[src/rtl/uart_pkg.sv]
// Definitions shared by the UART transmit and receive sides:
// transmitter state encoding and parity-type codes.
package uart_pkg;

    typedef enum logic [2:0] {
        TX_IDLE,
        TX_START,
        TX_DATA,
        TX_PARITY,
        TX_STOP
    } tx_state_t;

    localparam logic PAR_EVEN = 1'b0;
    localparam logic PAR_ODD  = 1'b1;

endpackage

[src/rtl/uart_tx_baud_cnt.sv]
// Bit-period timer for the UART transmitter: latches the prescale at frame
// start and pulses o_bit_end on the last clock of every serial bit.
module uart_tx_baud_cnt #(
    parameter int PRSC_WIDTH = 6
) (
    input  logic                  i_clk,
    input  logic                  i_rst,
    input  logic                  i_load,
    input  logic                  i_enable,
    input  logic [PRSC_WIDTH-1:0] i_prescale,
    output logic                  o_bit_end
);

    logic [PRSC_WIDTH-1:0] r_prescale;
    logic [PRSC_WIDTH-1:0] r_cnt;
    logic [PRSC_WIDTH-1:0] w_last;

    assign w_last    = r_prescale - PRSC_WIDTH'(1);
    assign o_bit_end = i_enable && (r_cnt == w_last);

    // Prescales of 0 or 1 cannot form a full bit period, so they run at 2.
    always_ff @(posedge i_clk or posedge i_rst) begin
        if (i_rst) begin
            r_prescale <= PRSC_WIDTH'(2);
            r_cnt      <= '0;
        end else if (i_load) begin
            r_prescale <= (i_prescale < PRSC_WIDTH'(2)) ? PRSC_WIDTH'(2) : i_prescale;
            r_cnt      <= '0;
        end else if (o_bit_end || !i_enable) begin
            r_cnt      <= '0;
        end else begin
            r_cnt      <= r_cnt + PRSC_WIDTH'(1);
        end
    end

endmodule

[src/rtl/uart_tx_top.sv]
// UART transmitter: one byte per valid/busy handshake, sent LSB-first as
// start, data, optional parity and one stop bit, each i_prescale clocks long.
module uart_tx_top
    import uart_pkg::*;
#(
    parameter int WIDTH        = 8,
    parameter int MAX_PRESCALE = 32,
    parameter int PRSC_WIDTH   = $clog2(MAX_PRESCALE) + 1
) (
    input  logic                  i_clk,
    input  logic                  i_rst,
    input  logic [PRSC_WIDTH-1:0] i_prescale,
    input  logic                  i_data_valid,
    input  logic [WIDTH-1:0]      i_parallel_data,
    input  logic                  i_parity_enable,
    input  logic                  i_parity_type,
    output logic                  o_serial_data,
    output logic                  o_busy,
    output logic                  o_done
);

    localparam int IDX_W = (WIDTH > 1) ? $clog2(WIDTH) : 1;

    tx_state_t        r_state, w_state_next;
    logic [WIDTH-1:0] r_data, w_data_next;
    logic [IDX_W-1:0] r_bit_idx, w_bit_idx_next;
    logic             r_par_en, w_par_en_next;
    logic             r_par_type, w_par_type_next;
    logic             r_serial, w_serial_next;
    logic             r_busy, w_busy_next;
    logic             r_done, w_done_next;

    logic             w_accept;
    logic             w_bit_end;
    logic             w_parity;
    logic [IDX_W-1:0] w_idx_inc;
    logic             w_last_bit;

    assign w_accept   = (r_state == TX_IDLE) && i_data_valid;
    assign w_idx_inc  = r_bit_idx + IDX_W'(1);
    assign w_last_bit = (r_bit_idx == IDX_W'(WIDTH - 1));

    always_comb begin
        w_parity = ^r_data;
        case (r_par_type)
            PAR_EVEN: w_parity = ^r_data;
            PAR_ODD:  w_parity = ~(^r_data);
            default:  w_parity = ^r_data;
        endcase
    end

    uart_tx_baud_cnt #(
        .PRSC_WIDTH (PRSC_WIDTH)
    ) u_baud_cnt (
        .i_clk      (i_clk),
        .i_rst      (i_rst),
        .i_load     (w_accept),
        .i_enable   (r_busy),
        .i_prescale (i_prescale),
        .o_bit_end  (w_bit_end)
    );

    always_ff @(posedge i_clk or posedge i_rst) begin
        if (i_rst) begin
            r_state    <= TX_IDLE;
            r_data     <= '0;
            r_bit_idx  <= '0;
            r_par_en   <= 1'b0;
            r_par_type <= 1'b0;
            r_serial   <= 1'b1;
            r_busy     <= 1'b0;
            r_done     <= 1'b0;
        end else begin
            r_state    <= w_state_next;
            r_data     <= w_data_next;
            r_bit_idx  <= w_bit_idx_next;
            r_par_en   <= w_par_en_next;
            r_par_type <= w_par_type_next;
            r_serial   <= w_serial_next;
            r_busy     <= w_busy_next;
            r_done     <= w_done_next;
        end
    end

    // The line value for the next bit is registered on the same edge the
    // state advances, so o_serial_data changes exactly at bit boundaries.
    always_comb begin
        w_state_next    = r_state;
        w_data_next     = r_data;
        w_bit_idx_next  = r_bit_idx;
        w_par_en_next   = r_par_en;
        w_par_type_next = r_par_type;
        w_serial_next   = r_serial;
        w_busy_next     = r_busy;
        w_done_next     = 1'b0;

        case (r_state)
            TX_IDLE: begin
                w_serial_next = 1'b1;
                w_busy_next   = 1'b0;
                if (i_data_valid) begin
                    w_state_next    = TX_START;
                    w_data_next     = i_parallel_data;
                    w_par_en_next   = i_parity_enable;
                    w_par_type_next = i_parity_type;
                    w_bit_idx_next  = '0;
                    w_serial_next   = 1'b0;
                    w_busy_next     = 1'b1;
                end
            end
            TX_START: begin
                if (w_bit_end) begin
                    w_state_next   = TX_DATA;
                    w_bit_idx_next = '0;
                    w_serial_next  = r_data[0];
                end
            end
            TX_DATA: begin
                if (w_bit_end) begin
                    if (!w_last_bit) begin
                        w_bit_idx_next = w_idx_inc;
                        w_serial_next  = r_data[w_idx_inc];
                    end else if (r_par_en) begin
                        w_state_next  = TX_PARITY;
                        w_serial_next = w_parity;
                    end else begin
                        w_state_next  = TX_STOP;
                        w_serial_next = 1'b1;
                    end
                end
            end
            TX_PARITY: begin
                if (w_bit_end) begin
                    w_state_next  = TX_STOP;
                    w_serial_next = 1'b1;
                end
            end
            TX_STOP: begin
                if (w_bit_end) begin
                    w_state_next  = TX_IDLE;
                    w_serial_next = 1'b1;
                    w_busy_next   = 1'b0;
                    w_done_next   = 1'b1;
                end
            end
            default: begin
                w_state_next  = TX_IDLE;
                w_serial_next = 1'b1;
                w_busy_next   = 1'b0;
            end
        endcase
    end

    assign o_serial_data = r_serial;
    assign o_busy        = r_busy;
    assign o_done        = r_done;

endmodule

[config.mk]
export PLATFORM = sky130hd
export DESIGN_NAME = uart_tx_top
export DESIGN_NICKNAME = d
export VERILOG_FILES = /design/src/rtl/uart_pkg.sv /design/src/rtl/uart_tx_baud_cnt.sv /design/src/rtl/uart_tx_top.sv
export SDC_FILE = /design/constraint.sdc
export NUM_CORES = 1
export LEC_CHECK = 0
export CAP_MARGIN = 20
export CELL_PAD_IN_SITES_DETAIL_PLACEMENT = 1
export CELL_PAD_IN_SITES_GLOBAL_PLACEMENT = 2
export CORE_MARGIN = 1
export CORE_UTILIZATION = 38
export CTS_BUF_LIST = sky130_fd_sc_hd__clkbuf_16
export CTS_CLUSTER_SIZE = 40
export DETAILED_ROUTE_END_ITERATION = 12
export GPL_TIMING_DRIVEN = 0
export PLACE_DENSITY = 0.9
export SLEW_MARGIN = 20
export SYNTH_ARGS = -nofsm -noshare
export SYNTH_HDL_FRONTEND = slang
export SYNTH_SLANG_ARGS = --single-unit
export TNS_END_PERCENT = 50
[constraint.sdc]
create_clock -name i_clk -period 6.1 [get_ports i_clk]
set_input_delay 0.915 -clock i_clk [delete_from_list [all_inputs] [get_ports i_clk]]
set_output_delay 0.915 -clock i_clk [all_outputs]
set_load 0.02 [all_outputs]
## Word-level counts from Yosys, hierarchy flattened

Cells that the tools add are included.
W data, S select, Z words.

- Logic and storage cells: 76
- Register bits after elaboration: 31
- Input bits: 19

- Order comparisons: 2
- Eq/ne operators: 14
- Add/sub/neg operators: 3
- Reductions and logical operators: 14
- Bitwise operators: 3
- Multiplexer cells: 30

Operators with widths:

| kind | number |
|---|---|
| $mux W3 | 10 |
| $mux W6 | 3 |
| $pmux W3 S5 | 1 |
| $mux W1 | 11 |
| $ne A2 B1 Y1 const B | 5 |
| $pmux W3 S3 | 1 |
| $reduce_xor A8 Y1 | 1 |
| $add A6 B1 Y6 const B | 1 |
| $eq A3 B2 Y1 const B | 2 |
| $eq A3 B3 Y1 const B | 2 |
| $eq A6 B6 Y1 | 1 |
| $lt A6 B2 Y1 const B | 1 |
| $ne A2 B2 Y1 const B | 3 |
| $reduce_and A6 Y1 | 1 |
| $sub A6 B1 Y6 const B | 1 |
| $reduce_and A5 Y1 | 1 |
| $lt A3 B4 Y1 const B | 1 |
| $pmux W1 S4 | 1 |
| $reduce_and A2 Y1 | 2 |
| $add A3 B1 Y3 const B | 1 |
| $bmux W1 S3 | 1 |
| $eq A3 B1 Y1 const B | 1 |
| $logic_not A3 Y1 | 1 |
| $not A1 Y1 | 3 |
| 9 further kinds | 10 |

## Longest topological paths before layout

- Word-level depth: 7
- Depth in mapped cells: 9
- Mapped depth without buffers: 8

## Hierarchy

From an unflattened synthesis, not the netlist that was laid out.

- Cells, all modules: 157
- Area, all modules: 1799.2 um^2

By module, submodules not included:

| module | cells an instance | sequential area each (um^2) | area an instance (um^2) | times used |
|---|---|---|---|---|
| uart_tx_top | 90 | 476.7 | 1096.1 | 1 |
| uart_tx_baud_cnt | 67 | 301.5 | 703.2 | 1 |

## Worst setup path after synthesis

OpenSTA, ideal clock, no wires.

- Kind: in2reg
- From: input i_data_valid
- To: register r_data[0]
- Setup time: 0.125 ns
- Arrival: 2.000 ns
- Setup slack: 3.975 ns
- Path buffers: 1
- Cell stages on the path: 3
- Cells stage by stage: nor4b_1 clkbuf_1 mux2_2

- Cells in the longest elaborated chain, start to end: 1

RTL lines:

| item | RTL line | RTL |
|---|---|---|
| start, declared | uart_tx_top.sv:13 | `input logic i_data_valid,` |
| $reduce_and A2 Y1 (no source line) | - |  |
| end signal, assigned | uart_tx_top.sv:75 | `r_data <= w_data_next;` |
| end, declared | uart_tx_top.sv:25 | `logic [WIDTH-1:0] r_data, w_data_next;` |

Every way passes these cells.
A chain may end at the register's enable or synchronous reset.

## Worst setup path after layout

- From: input i_data_valid
- To: register r_data[7]

The elaborated chain is that of the path after synthesis.

==> flow_metrics.env <==
export IMPL_status="completed"
export IMPL_ys_seq_elements=31
export IMPL_place_gp_congestion=0.7390
export IMPL_antenna_found_initial=0
export IMPL_syn_nets=181
export IMPL_clk_path_buf_depth=2
export IMPL_routedWlPerCell_um=16.13
export IMPL_nets=209
export IMPL_io_buffers=21
export IMPL_fin_worst_skew_ps=2.792
export IMPL_final_common_cell="dfrtp_1"
export IMPL_synthesis_area_sq_mm=0.001714
export IMPL_worstSetupPathType="primary input to flip-flop"
export IMPL_hold_path_class="flip-flop to flip-flop"
export IMPL_crit_start="i_data_valid"
export IMPL_wl_met3_um=144
export IMPL_grt_pass1_vias=1392
export IMPL_drtPass1Iterations=4
export IMPL_cts_buffers=5
export IMPL_yosysTopAreaCell="dfrtp_1"
export IMPL_core_area_sq_mm=0.004354
export IMPL_fin_crit_ps=2905
export IMPL_n_fill_cell=480
export IMPL_dr_total_vias=1272
export IMPL_top_layer="met4"
export IMPL_cp_arrival_ps=3060
export IMPL_p_leak_nw=0.8793
export IMPL_synth_ff_type="dfrtp_1"
export IMPL_r2r_start="r_state[0]"
export IMPL_dieWidth_um=69.17
export IMPL_start_util_pct=39.37
export IMPL_worst_slack_ps=3195
export IMPL_fin_area_sq_mm=0.002130
export IMPL_grtUsageTotal_pct=18.28
export IMPL_overflow=0
export IMPL_synth_yosys_seq_area_share_pct=45.40
export IMPL_post_cts_resize_count=0
export IMPL_worstSetupEndpointType="flip-flop"
export IMPL_synth_edf_count=0
export IMPL_setup_viol=0
export IMPL_wl_met1_mm=1.765
export IMPL_viasPerCell=5.322
export IMPL_synth_top_area_share_pct=42.34
export IMPL_cts_htree_levels=2
export IMPL_route_detailed_drc=0
export IMPL_ys_warn_count=0
export IMPL_grt_max_degree=32
export IMPL_syn2layout_area_growth_pct=24.23
export IMPL_drv_cap=0
export IMPL_clock_latency_ps=280
export IMPL_cp_max_fo=10
export IMPL_hp_start="u_baud_cnt.r_cnt[0]"
export IMPL_clockRootBuffer="clkbuf_16"
export IMPL_first_iter_violations=46
export IMPL_drive_above_1_share_pct=20.32
export IMPL_synth_async_sr_flop_share_pct=100.0
export IMPL_synth_avg_cell_area_sq_um=10.85
export IMPL_yosys_top_cells_area="dfrtp_1, mux2_2, xnor2_1"
export IMPL_tns_ps=0
export IMPL_grt_pass1_wl_mm=6.810
export IMPL_mostFrequentLayoutCells="dfrtp_1, clkdlybuf4s50_1, nor2_1"
export IMPL_relSlewSlack_pct=39.06
export IMPL_peakVddDrop_v=0.0002017
export IMPL_die_area_sq_mm=0.004784
export IMPL_io_pins=22
export IMPL_power_density_mw_per_mm2=508.6
export IMPL_critical_path_required_ps=6260
export IMPL_cts_tree="done"
export IMPL_max_freq_mhz=344.2
export IMPL_postCtsSetupBuffers=0
export IMPL_worst_slew_pin_slew_ps=901.3
export IMPL_dp_slack_ps=2941
export IMPL_cts_hold_buf=0
export IMPL_startpoint_type="primary input"
export IMPL_dpl_cell_area_sq_mm=0.001989
export IMPL_hold_violations=0
export IMPL_wl_met2_mm=1.847
export IMPL_synthCells=158
export IMPL_rsz0062_at_grt="no"
export IMPL_num_antenna_cells=0
export IMPL_detail_route_antenna_nets=0
export IMPL_die_y_um=69.17
export IMPL_wl_mm=3.855
export IMPL_num_rows=24
export IMPL_place_hpwl_mm=2.804
export IMPL_clock_sinks=31
export IMPL_maxSlewViolCount=0
export IMPL_fin_crit_sh_pct=47.62
export IMPL_ys_types=47
export IMPL_clk_pin_slew_ps=50
cell families after synthesis:
| group | after synthesis | synth area share (%) |
|---|---|---|
| buffers and inverters | 17 | 4.744 |
| xor gates and xnor gates | 18 | 9.197 |
| AOI/OAI and AO/OA | 27 | 11.61 |
| adders and majority gates | 4 | 2.920 |
| muxes | 16 | 11.75 |
| and+or+nand+nor | 45 | 14.38 |
| DFF | 31 | 45.40 |
worst max-delay path, cell delays in order:
cell and delay, ps:
clkdlybuf4s50_1 530, nor4b_1 750, clkbuf_1 470, mux2_2 390
final timing paths:
| check | end | slack (ps) | cells past startpoint |
|---|---|---|---|
| worst max-delay path | r_data[7] | 3200 | 4 |
| worst min-delay path | u_baud_cnt.r_cnt[0] | 510 | 1 |
| worst max register to register | r_data[7] | 3790 | 4 |
| worst min register to register | u_baud_cnt.r_cnt[0] | 510 | 1 |
| max in group asynchronous | u_baud_cnt.r_cnt[5] | 4610 | 2 |
| min in group asynchronous | o_busy | 1060 | 2 |
through the flow:
step / power (W) / hold slack [ps] / util, % / cells
global route: 0.001169 / 549.1 / 48.91 / 239
floorplan: 0.0007280 / 468.2 / - / 158
finish: 0.001083 / 510.2 / 48.91 / 239
global placement: 0.0008177 / 497.4 / 45.69 / 231
CTS: 0.001095 / 517.8 / 48.91 / 239
detailed placement: 0.0008454 / 520.5 / 45.69 / 231
per-layer routing:
| layer | GRT usage (%) | vias up |
|---|---|---|
| li1 | - | 617 |
| met1 | 23.05 | 620 |
| met2 | 29.45 | 27 |
| met3 | 4.678 | 8 |
| met4 | 8.163 | 0 |
| met5 | 0 | - |
state kept, by name (all words and copies together), names as in the netlist:
name and count:
r_data 8, u_baud_cnt.r_cnt 6, u_baud_cnt.r_prescale 6, r_bit_idx 3
r_state 3, o_busy 1, o_done 1, o_serial_data 1
r_par_en 1, r_par_type 1
power breakdown:
part / total, W / switching (W) / internal, W
Clock: 0.000237 / 0.0000894 / 0.000148
Sequential: 0.000381 / 0.0000898 / 0.000291
Combinational: 0.000465 / 0.000217 / 0.000248
Total: 0.00108 / 0.000397 / 0.000687
final cells by class:
cell class                 count  area, sq um  area share [%]
clock inverter                 3        15.01          0.7051
clock buffer                   5        125.1           5.875
timing repair buffer          21        210.2           9.871
buffer                         5        36.28           1.704
multi-input combinational    110        854.6           40.13
tap                           52        65.06           3.055
sequential                    31        778.2           36.55
inverter                      12        45.04           2.115
synthesized netlist by cell type, types with 2 or more instances:
master   count
a21oi_1      3
a21oi_2      2
a31oi_1      3
a32oi_1      3
and3_2       2
buf_2        2
dfrtp_1     29
dfstp_2      2
ha_1         4
inv_1       12
mux2_2      13
mux4_2       2
nand2_1      9
nand3_1      2
nor2_1      16
nor2b_1      2
nor3_1       2
o21ai_0      3
o31ai_1      3
xnor2_1     12
xor2_1       6
(Power assumes the default switching activity.)
